## src/rtl/guest_card_writer_if.sv

```systemverilog
// guest_card_writer_if: card-side and front-desk signals of the guest card writer
interface guest_card_writer_if;
  logic        start;
  logic [15:0] code_in;
  logic [1:0]  type_in;
  logic [15:0] entry_code_on_card;
  logic [1:0]  card_type;
  logic        key_1;
  logic        key_0;
  logic        card_read;
  logic        trip_lock_for_guest;
  logic        busy;
  logic        done;
  logic        result_trip;
  logic        result_timeout;
  logic [7:0]  cards_issued;
  modport master (
    output start, code_in, type_in, card_read, trip_lock_for_guest,
    input  entry_code_on_card, card_type, key_1, key_0, busy, done,
           result_trip, result_timeout, cards_issued
  );
  modport slave (
    input  start, code_in, type_in, card_read, trip_lock_for_guest,
    output entry_code_on_card, card_type, key_1, key_0, busy, done,
           result_trip, result_timeout, cards_issued
  );
endinterface

```

## src/rtl/guest_card_writer.sv

```systemverilog
// guest_card_writer: front-desk card issuer driving the card side of electronic_card_lock
module guest_card_writer #(
  parameter int SETTLE_CYCLES  = 4,
  parameter int PULSE_CYCLES   = 2,
  parameter int HOLD_CYCLES    = 8,
  parameter int TIMEOUT_CYCLES = 255
) (
  input  logic               clk,
  input  logic               reset,
  guest_card_writer_if.slave card_if
);
  typedef enum logic [2:0] {IDLE, LOAD, INSERT, WAIT_READ, HOLD, REMOVE, SAMPLE, DONE} state_e;
  localparam logic [15:0] SETTLE_L  = 16'(SETTLE_CYCLES - 1);
  localparam logic [15:0] PULSE_L   = 16'(PULSE_CYCLES - 1);
  localparam logic [15:0] HOLD_L    = 16'(HOLD_CYCLES - 1);
  localparam logic [15:0] TIMEOUT_L = 16'(TIMEOUT_CYCLES - 1);
  state_e      state_q, state_d;
  logic [15:0] cnt_q, cnt_d;
  logic [15:0] code_q;
  logic [1:0]  type_q;
  logic        key_1_q, key_0_q, busy_q, done_q;
  logic        trip_q, timeout_q, timed_out_q;
  logic [7:0]  issued_q;
  logic        accept, expire;
  assign accept = state_q == IDLE && card_if.start;
  assign expire = state_q == WAIT_READ && !card_if.card_read && cnt_q == TIMEOUT_L;
  assign card_if.entry_code_on_card = code_q;
  assign card_if.card_type          = type_q;
  assign card_if.key_1              = key_1_q;
  assign card_if.key_0              = key_0_q;
  assign card_if.busy               = busy_q;
  assign card_if.done               = done_q;
  assign card_if.result_trip        = trip_q;
  assign card_if.result_timeout     = timeout_q;
  assign card_if.cards_issued       = issued_q;
  // next phase of the issue sequence; the dwell counter restarts on every phase change
  always_comb begin
    state_d = state_q;
    case (state_q)
      IDLE:      state_d = card_if.start ? LOAD : IDLE;
      LOAD:      state_d = cnt_q == SETTLE_L ? INSERT : LOAD;
      INSERT:    state_d = cnt_q == PULSE_L ? WAIT_READ : INSERT;
      WAIT_READ: state_d = card_if.card_read ? HOLD : (expire ? REMOVE : WAIT_READ);
      HOLD:      state_d = cnt_q == HOLD_L ? REMOVE : HOLD;
      REMOVE:    state_d = cnt_q == PULSE_L ? SAMPLE : REMOVE;
      SAMPLE:    state_d = DONE;
      default:   state_d = IDLE;
    endcase
    cnt_d = (state_d == state_q && state_q != IDLE) ? cnt_q + 16'd1 : '0;
  end
  // sequencer with every output registered from the upcoming phase
  always_ff @(posedge clk) begin
    if (reset) begin
      state_q     <= IDLE;
      cnt_q       <= '0;
      code_q      <= '0;
      type_q      <= '0;
      key_1_q     <= 1'b1;
      key_0_q     <= 1'b1;
      busy_q      <= 1'b0;
      done_q      <= 1'b0;
      trip_q      <= 1'b0;
      timeout_q   <= 1'b0;
      timed_out_q <= 1'b0;
      issued_q    <= '0;
    end else begin
      state_q     <= state_d;
      cnt_q       <= cnt_d;
      code_q      <= accept ? card_if.code_in : (state_d == IDLE ? '0 : code_q);
      type_q      <= accept ? card_if.type_in : (state_d == IDLE ? '0 : type_q);
      key_1_q     <= state_d != INSERT;
      key_0_q     <= state_d != REMOVE;
      busy_q      <= state_d != IDLE;
      done_q      <= state_d == DONE;
      timed_out_q <= accept ? 1'b0 : (expire | timed_out_q);
      if (accept) begin
        trip_q    <= 1'b0;
        timeout_q <= 1'b0;
      end
      if (state_q == SAMPLE) begin
        trip_q    <= card_if.trip_lock_for_guest & ~timed_out_q;
        timeout_q <= timed_out_q;
        issued_q  <= (timed_out_q || issued_q == 8'hFF) ? issued_q : issued_q + 8'd1;
      end
    end
  end
endmodule

```

## src/flat_wrapper.sv

```systemverilog
// flat-port wrapper written by rule: the top's interface ports become plain ports
module guest_card_writer_flat 
#(
  parameter int SETTLE_CYCLES  = 4,
  parameter int PULSE_CYCLES   = 2,
  parameter int HOLD_CYCLES    = 8,
  parameter int TIMEOUT_CYCLES = 255
)
  (clk, reset, card_if_start, card_if_code_in, card_if_type_in, card_if_card_read, card_if_trip_lock_for_guest, card_if_entry_code_on_card, card_if_card_type, card_if_key_1, card_if_key_0, card_if_busy, card_if_done, card_if_result_trip, card_if_result_timeout, card_if_cards_issued);
  guest_card_writer_if card_if_i ();
  input  logic clk;
  input  logic reset;
  input wire logic [$bits(card_if_i.start)-1:0] card_if_start;
  input wire logic [$bits(card_if_i.code_in)-1:0] card_if_code_in;
  input wire logic [$bits(card_if_i.type_in)-1:0] card_if_type_in;
  input wire logic [$bits(card_if_i.card_read)-1:0] card_if_card_read;
  input wire logic [$bits(card_if_i.trip_lock_for_guest)-1:0] card_if_trip_lock_for_guest;
  output wire logic [$bits(card_if_i.entry_code_on_card)-1:0] card_if_entry_code_on_card;
  output wire logic [$bits(card_if_i.card_type)-1:0] card_if_card_type;
  output wire logic [$bits(card_if_i.key_1)-1:0] card_if_key_1;
  output wire logic [$bits(card_if_i.key_0)-1:0] card_if_key_0;
  output wire logic [$bits(card_if_i.busy)-1:0] card_if_busy;
  output wire logic [$bits(card_if_i.done)-1:0] card_if_done;
  output wire logic [$bits(card_if_i.result_trip)-1:0] card_if_result_trip;
  output wire logic [$bits(card_if_i.result_timeout)-1:0] card_if_result_timeout;
  output wire logic [$bits(card_if_i.cards_issued)-1:0] card_if_cards_issued;
  assign card_if_i.start = card_if_start;
  assign card_if_i.code_in = card_if_code_in;
  assign card_if_i.type_in = card_if_type_in;
  assign card_if_i.card_read = card_if_card_read;
  assign card_if_i.trip_lock_for_guest = card_if_trip_lock_for_guest;
  assign card_if_entry_code_on_card = card_if_i.entry_code_on_card;
  assign card_if_card_type = card_if_i.card_type;
  assign card_if_key_1 = card_if_i.key_1;
  assign card_if_key_0 = card_if_i.key_0;
  assign card_if_busy = card_if_i.busy;
  assign card_if_done = card_if_i.done;
  assign card_if_result_trip = card_if_i.result_trip;
  assign card_if_result_timeout = card_if_i.result_timeout;
  assign card_if_cards_issued = card_if_i.cards_issued;
  guest_card_writer #(.SETTLE_CYCLES(SETTLE_CYCLES), .PULSE_CYCLES(PULSE_CYCLES), .HOLD_CYCLES(HOLD_CYCLES), .TIMEOUT_CYCLES(TIMEOUT_CYCLES)) u_core (.clk(clk), .reset(reset), .card_if(card_if_i));
endmodule
```

## config.mk

```make
export PLATFORM = sky130hd
export DESIGN_NAME = guest_card_writer_flat
export DESIGN_NICKNAME = d
export VERILOG_FILES = /design/src/rtl/guest_card_writer_if.sv /design/src/rtl/guest_card_writer.sv /design/src/flat_wrapper.sv
export SDC_FILE = /design/constraint.sdc
export NUM_CORES = 1
export LEC_CHECK = 0
export ABC_AREA = 1
export CELL_PAD_IN_SITES_DETAIL_PLACEMENT = 1
export CELL_PAD_IN_SITES_GLOBAL_PLACEMENT = 1
export CORE_MARGIN = 4
export CORE_UTILIZATION = 38
export DETAILED_ROUTE_END_ITERATION = 16
export GPL_TIMING_DRIVEN = 1
export PLACE_DENSITY_LB_ADDON = 0.1
export SLEW_MARGIN = 20
export SYNTH_ARGS = -nofsm -noshare
export SYNTH_HDL_FRONTEND = slang
export SYNTH_SLANG_ARGS = --single-unit
```

## constraint.sdc

```tcl
create_clock -name clk -period 3.3 [get_ports clk]
set_input_delay 0.66 -clock clk [delete_from_list [all_inputs] [get_ports clk]]
set_output_delay 0.66 -clock clk [all_outputs]
set_load 0.05 [all_outputs]
```

==> impl_metrics.json, run 1 <==
{
  "placed_cell_area_um2": 2950,
  "core_area_um2": 5960,
  "relSlewSlack_pct": 57.2,
  "leakage_nw": 1.16,
  "clock_skew_ns": 0.00556,
  "vias": 2119,
  "post-synth-top-area-cell": "dfxtp_1",
  "final.setup.tns_ns": 0,
  "cap_violations": 0,
  "setup_viol_count_final": 0,
  "drc": 0,
  "clock-sinks": 52,
  "ys_warn_count": 0,
  "period_share_pct": 67.1,
  "synth_edf_count": 0,
  "syn2layout_area_growth_pct": 30.0,
  "fp-row-count": 28,
  "track_usage_pct": 17.3,
  "grt_max_degree": 29,
  "worstHoldStart": "u_core.card_if.cards_issued[4]",
  "syn_avg_cell_area_um2": 7.56,
  "grt_pass1_vias": 2271,
  "crit_chain": "clkdlybuf4s50_1",
  "peakVddDrop_mv": 0.204,
  "syn_nets": 338,
  "grt_first_pass_wirelength_um": 10400,
  "r2r-start": "u_core.state_q[1]",
  "port_buffers": 54,
  "ios": 55,
  "numCtsBuffers": 5,
  "worst_pin_slew_ns": 0.639,
  "viasPerCell": 4.80,
  "start_util_pct": 39.5,
  "hold_viol_final": 0,
  "place_ws_ns": 0.813,
  "drtIter0Drc": 77,
  "cts_resized": 0,
  "fillers": 752,
  "p_per_area_nw_per_um2": 412,
  "netlist_top_cells_area": "dfxtp_1, nand2_1, nand3_1",
  "routabilityCongestion": 0.787,
  "outcome": "completed",
  "fmax_mhz": 451,
  "finalNonFillerCells": 441,
  "die_w_um": 86.7,
  "cts.hold.buffers_added": 0,
  "crit_path_start_kind": "flop",
  "cts-root-buf": "clkbuf_8",
  "cts_setup_buffers": 0,
  "rsz0062_at_grt": "false",
  "crit_path_start": "u_core.card_if.cards_issued[5]",
  "yosysSeqAreaShare_pct": 44.3,
  "wl_per_cell_um": 13.4,
  "wl_um": 5920,
  "overflow": 0,
  "cp-end-kind": "primary output",
  "period_minus_slack_ns": 2.22,
  "hpwlAfterDp_um": 4380,
  "cp_slowest_cell": "clkdlybuf4s50_1",
  "hold_path.class": "flop to flop",
  "dieArea_um2": 7510,
  "synth_cell_type_count": 24,
  "htree_levels": 2,
  "cp_max_fo": 5,
  "synth_top_area_share_pct": 44.3,
  "clk_latency_ns": 0.31,
  "drive_gt1_share_pct": 9.02,
  "crit_family": "buffers and inverters",
  "fin_area_um2": 3060,
  "syn_area_um2": 2350,
  "drt_first_pass_iters": 4,
  "power_mw": 1.26,
  "slowest_delay_ns": 0.83,
  "antenna_found_initial": 0,
  "fin_nets": 392,
  "die_height_um": 86.7,
  "syn_inst": 311,
  "synth-seq-cells": 52,
  "diodes": 0,
  "crit_type": "flop to primary output",
  "clockBufferDepth": 2,
  "crit_required_ns": 2.64,
  "worstPathArrival_ns": 1.56,
  "synth_flop_cell": "dfxtp_1",
  "clk_pin_slew_worst_paths_ns": 0.09,
  "drv_slew": 0,
  "antenna_left": 0,
  "placed_cells": 433,
  "final_critical_path_setup_slack_ns": 1.08,
  "cts_tree": "done",
  "path_buf_inv": 1,
  "async_flop_share_pct": 0
}
path summary, 6_finish.rpt:
check,cells past startpoint,end,slack [ns]
setup / recovery,1,card_if_cards_issued[5],1.08
hold / removal,2,u_core.card_if.cards_issued[4],0.47
setup reg to reg,10,u_core.cnt_q[14],1.15
hold reg to reg,2,u_core.card_if.cards_issued[4],0.47
power breakdown:
part	switching [mW]	leakage [nW]	internal (mW)
Combinational	0.108	0.682	0.0623
Sequential	0.00911	0.422	0.642
Clock	0.210	0.0552	0.225
Total	0.328	1.16	0.930
area by class of cell:
type	instances	area, um2	share of cell area [%]
Inverter	32	120	3.93
Clock buffer	6	72.6	2.38
Timing Repair Buffer	55	548	17.9
Clock inverter	2	35.0	1.15
Sequential cell	52	1040	34.1
Multi-Input combinational cell	219	1140	37.5
Tap cell	75	93.8	3.07
registers in the layout, indices dropped and copies added, names as in the netlist:
register                           cells
u_core.card_if.result_timeout          1
u_core.card_if.busy                    1
u_core.card_if.key_0                   1
u_core.timed_out_q                     1
u_core.state_q                         3
u_core.card_if.entry_code_on_card     16
u_core.card_if.result_trip             1
u_core.card_if.cards_issued            8
u_core.card_if.done                    1
u_core.cnt_q                          16
u_core.card_if.card_type               2
u_core.card_if.key_1                   1
kinds of logic (layout without fill, tap and decap cells):
logic type | after synthesis | after routing | synth area share, %
AO/OA/AOI/OAI | 33 | 33 | 7.82
XOR/XNOR | 16 | 16 | 5.96
adder cells (fa/ha/maj) | 4 | 4 | 2.13
buffers and inverters | 40 | 95 | 7.02
flip-flops | 52 | 52 | 44.3
AND/OR/NAND/NOR | 166 | 166 | 32.8
cells in the mapped netlist, types with 4 or more instances:
cell type	instances
ha_1	4
dfxtp_1	52
nor2_2	14
a21oi_1	25
inv_1	30
clkbuf_1	6
xor2_1	10
o21ai_0	6
nor2_1	40
nand3_1	32
nand2_1	63
xnor2_1	6
nor3_1	4
metrics by stage:
step                utilization, %  hold WS, ns
global route                  51.3        0.504
CTS                           51.3        0.478
floorplan                        -        0.433
detailed placement            49.5        0.463
global placement              49.5        0.451
finish                        51.3        0.469
cells in the final DEF, fill, tap and decap left out, types with 2 or more instances in the layout:
cell / Yosys / final
nand2_2: 3 / 3
nor3_2: 2 / 2
dfxtp_1: 52 / 52
nand4_1: 3 / 3
clkbuf_8: 0 / 5
o21ai_0: 6 / 6
nor2_2: 14 / 14
nor3_1: 4 / 4
nand2_1: 63 / 63
nor2_1: 40 / 40
xor2_1: 10 / 10
nand3_1: 32 / 32
nor2_4: 3 / 3
ha_1: 4 / 4
a21oi_1: 25 / 25
xnor2_1: 6 / 6
clkdlybuf4s50_1: 0 / 54
inv_1: 30 / 30
routing by layer:
metal / vias up / routed length [um] / GRT usage, %
li1: 1087 / - / -
met1: 993 / 2590 / 20.9
met2: 34 / 3030 / 30.2
met3: 5 / 247 / 4.28
met4: 0 / 62 / 4.96
met5: - / 0 / 0
Power figures use the tool's default switching activity.
==> run 2, diff against run 1 <==
--- a/config.mk
+++ b/config.mk
@@ -9,7 +9,7 @@
 export CELL_PAD_IN_SITES_DETAIL_PLACEMENT = 1
 export CELL_PAD_IN_SITES_GLOBAL_PLACEMENT = 1
 export CORE_MARGIN = 4
-export CORE_UTILIZATION = 38
+export CORE_UTILIZATION = 32
 export DETAILED_ROUTE_END_ITERATION = 16
 export GPL_TIMING_DRIVEN = 1
 export PLACE_DENSITY_LB_ADDON = 0.1
==> constraint.sdc (replaced) <==
create_clock -name clk -period 1.8 [get_ports clk]
set_input_delay 0.36 -clock clk [delete_from_list [all_inputs] [get_ports clk]]
set_output_delay 0.36 -clock clk [all_outputs]
set_load 0.05 [all_outputs]
==> impl_metrics.json, run 2 (synthesized netlist as in run 1, its figures left out) <==
{
  "drt_first_pass_iters": 3,
  "viasPerCell": 4.65,
  "drc": 0,
  "antenna_found_initial": 0,
  "rsz0062_at_grt": "true",
  "cap_violations": 0,
  "syn2layout_area_growth_pct": 48.6,
  "most-common-layout-cells": "nand2_1, buf_4, dfxtp_1",
  "grt_first_pass_wirelength_um": 10200,
  "leakage_nw": 1.42,
  "cp-end-kind": "flop",
  "setup_viol_count_final": 0,
  "clk_pin_slew_worst_paths_ns": 0.10,
  "diodes": 0,
  "place_ws_ns": -0.160,
  "drv_slew": 0,
  "crit_required_ns": 2.00,
  "r2r_slack_ns": 0.03,
  "finalNonFillerCells": 491,
  "drive_gt1_share_pct": 38.7,
  "drtIter0Drc": 45,
  "placed_cell_area_um2": 3040,
  "cts.hold.buffers_added": 0,
  "clk_latency_ns": 0.30,
  "whs_path_depth": 2,
  "fp-row-count": 30,
  "slowest_delay_ns": 0.40,
  "dieArea_um2": 8780,
  "clock_skew_ns": 0.00893,
  "cts-root-buf": "clkbuf_8",
  "port_buffers": 54,
  "overflow": 0,
  "period_minus_slack_ns": 1.77,
  "hold_viol_final": 0,
  "antenna_left": 0,
  "cp_max_fo": 8,
  "seqCellArea_um2": 1070,
  "core_area_um2": 6980,
  "track_usage_pct": 14.2,
  "worst_pin_slew_ns": 0.333,
  "htree_levels": 2,
  "worstPathArrival_ns": 1.97,
  "fin_util_pct": 50.1,
  "crit_path_start_kind": "flop",
  "hold_end": "u_core.card_if.cards_issued[4]",
  "die_w_um": 93.7,
  "clockBufferDepth": 2,
  "hpwlAfterDp_um": 4500,
  "final_common_cell": "nand2_1",
  "reg2reg_to": "u_core.cnt_q[15]",
  "final_critical_path_setup_slack_ns": 0.0310,
  "relSlewSlack_pct": 77.6,
  "worstHoldStart": "u_core.card_if.cards_issued[4]",
  "outcome": "completed",
  "ios": 55,
  "fillers": 874,
  "routabilityCongestion": 0.734,
  "start_util_pct": 33.7,
  "hold_path.class": "flop to flop",
  "die_height_um": 93.7,
  "crit_type": "flop to flop",
  "r2r-start": "u_core.state_q[2]",
  "clock-sinks": 52,
  "cts_tree": "done",
  "period_share_pct": 98.3,
  "crit_chain": "inv_1, nor3_2, nand3_2, nand2_2, nor2_4, buf_12, o211ai_4, clkbuf_16, nor2_2",
  "whs_ns": 0.471,
  "grt_max_degree": 29,
  "p_per_area_nw_per_um2": 645,
  "wl_per_cell_um": 13.7,
  "fmax_mhz": 565,
  "multi_input_area_um2": 1360,
  "wl_um": 6740,
  "fin_area_um2": 3490,
  "numCtsBuffers": 5,
  "cp_slowest_cell": "dfxtp_2",
  "peakVddDrop_mv": 0.449,
  "vias": 2283,
  "fin_nets": 421,
  "placed_cells": 472,
  "ff2ff_path_depth": 9,
  "grt_pass1_vias": 2241
}
==> run 2: cell count changes in the layout (fill, tap and decap cells not counted), sizes merged <==
cell,previous run,this run
bufinv,1,0
nand3,33,36
clkinv,2,4
buf,1,58
clkdlybuf4s50,54,22
==> run 2: how the worst max path moves through the flow <==
stage | from | to
floorplan | u_core.card_if.cards_issued[0] | u_core.card_if.cards_issued[6]
global placement | u_core.cnt_q[0] | u_core.card_if.entry_code_on_card[1]
detailed placement | u_core.cnt_q[0] | u_core.card_if.entry_code_on_card[14]
CTS | u_core.cnt_q[0] | u_core.cnt_q[0]
global route | u_core.state_q[2] | u_core.cnt_q[6]
finish | u_core.state_q[2] | u_core.cnt_q[15]
==> run 2: layout make-up <==
class | count | share of cell area (%)
Clock inverter | 3 | 0.537
Tap cell | 96 | 3.44
Clock buffer | 5 | 1.97
Sequential cell | 52 | 30.7
Inverter | 32 | 3.44
Timing Repair Buffer | 81 | 21.0
Multi-Input combinational cell | 222 | 38.9
==> run 2: critical path, delay by kind of cell, from the launching register on <==
family                 cells  cell delay, ns
AO/OA/AOI/OAI              1            0.24
buffers and inverters      3            0.48
flip-flops                 1            0.40
AND/OR/NAND/NOR            5            0.57
==> run 2: power breakdown <==
| part | internal [mW] | switching, mW | total [mW] |
|---|---|---|---|
| Combinational | 0.153 | 0.230 | 0.384 |
| Clock | 0.273 | 0.405 | 0.677 |
| Sequential | 1.17 | 0.0195 | 1.19 |
==> run 2: layer usage <==
| layer | up-vias | share of wire [%] | global-route usage [%] |
|---|---|---|---|
| met5 | - | 0 | 0 |
| met4 | 0 | 0.48 | 2.53 |
| met3 | 2 | 4.2 | 4.01 |
| met2 | 35 | 49 | 22.9 |
| met1 | 1090 | 47 | 19.2 |
| li1 | 1156 | - | - |
==> run 2: through the flow <==
step	total power [mW]	TNS [ns]
after floorplan	1.41	0
after global placement	1.55	-2.15
after detailed placement	1.55	-3.15
after CTS	2.25	0
after global routing	2.36	-1.17
final	2.25	0
==> run 2: what timing repair did <==
| action | CTS | global route |
|---|---|---|
| endpoints found under the hold margin | 0 | 0 |
| setup buffers | 0 | 7 |
| endpoints found under the setup margin | 35 | 36 |
| pin swaps | 1 | 20 |
| resized for setup | 8 | 65 |
| gates cloned | 1 | 3 |
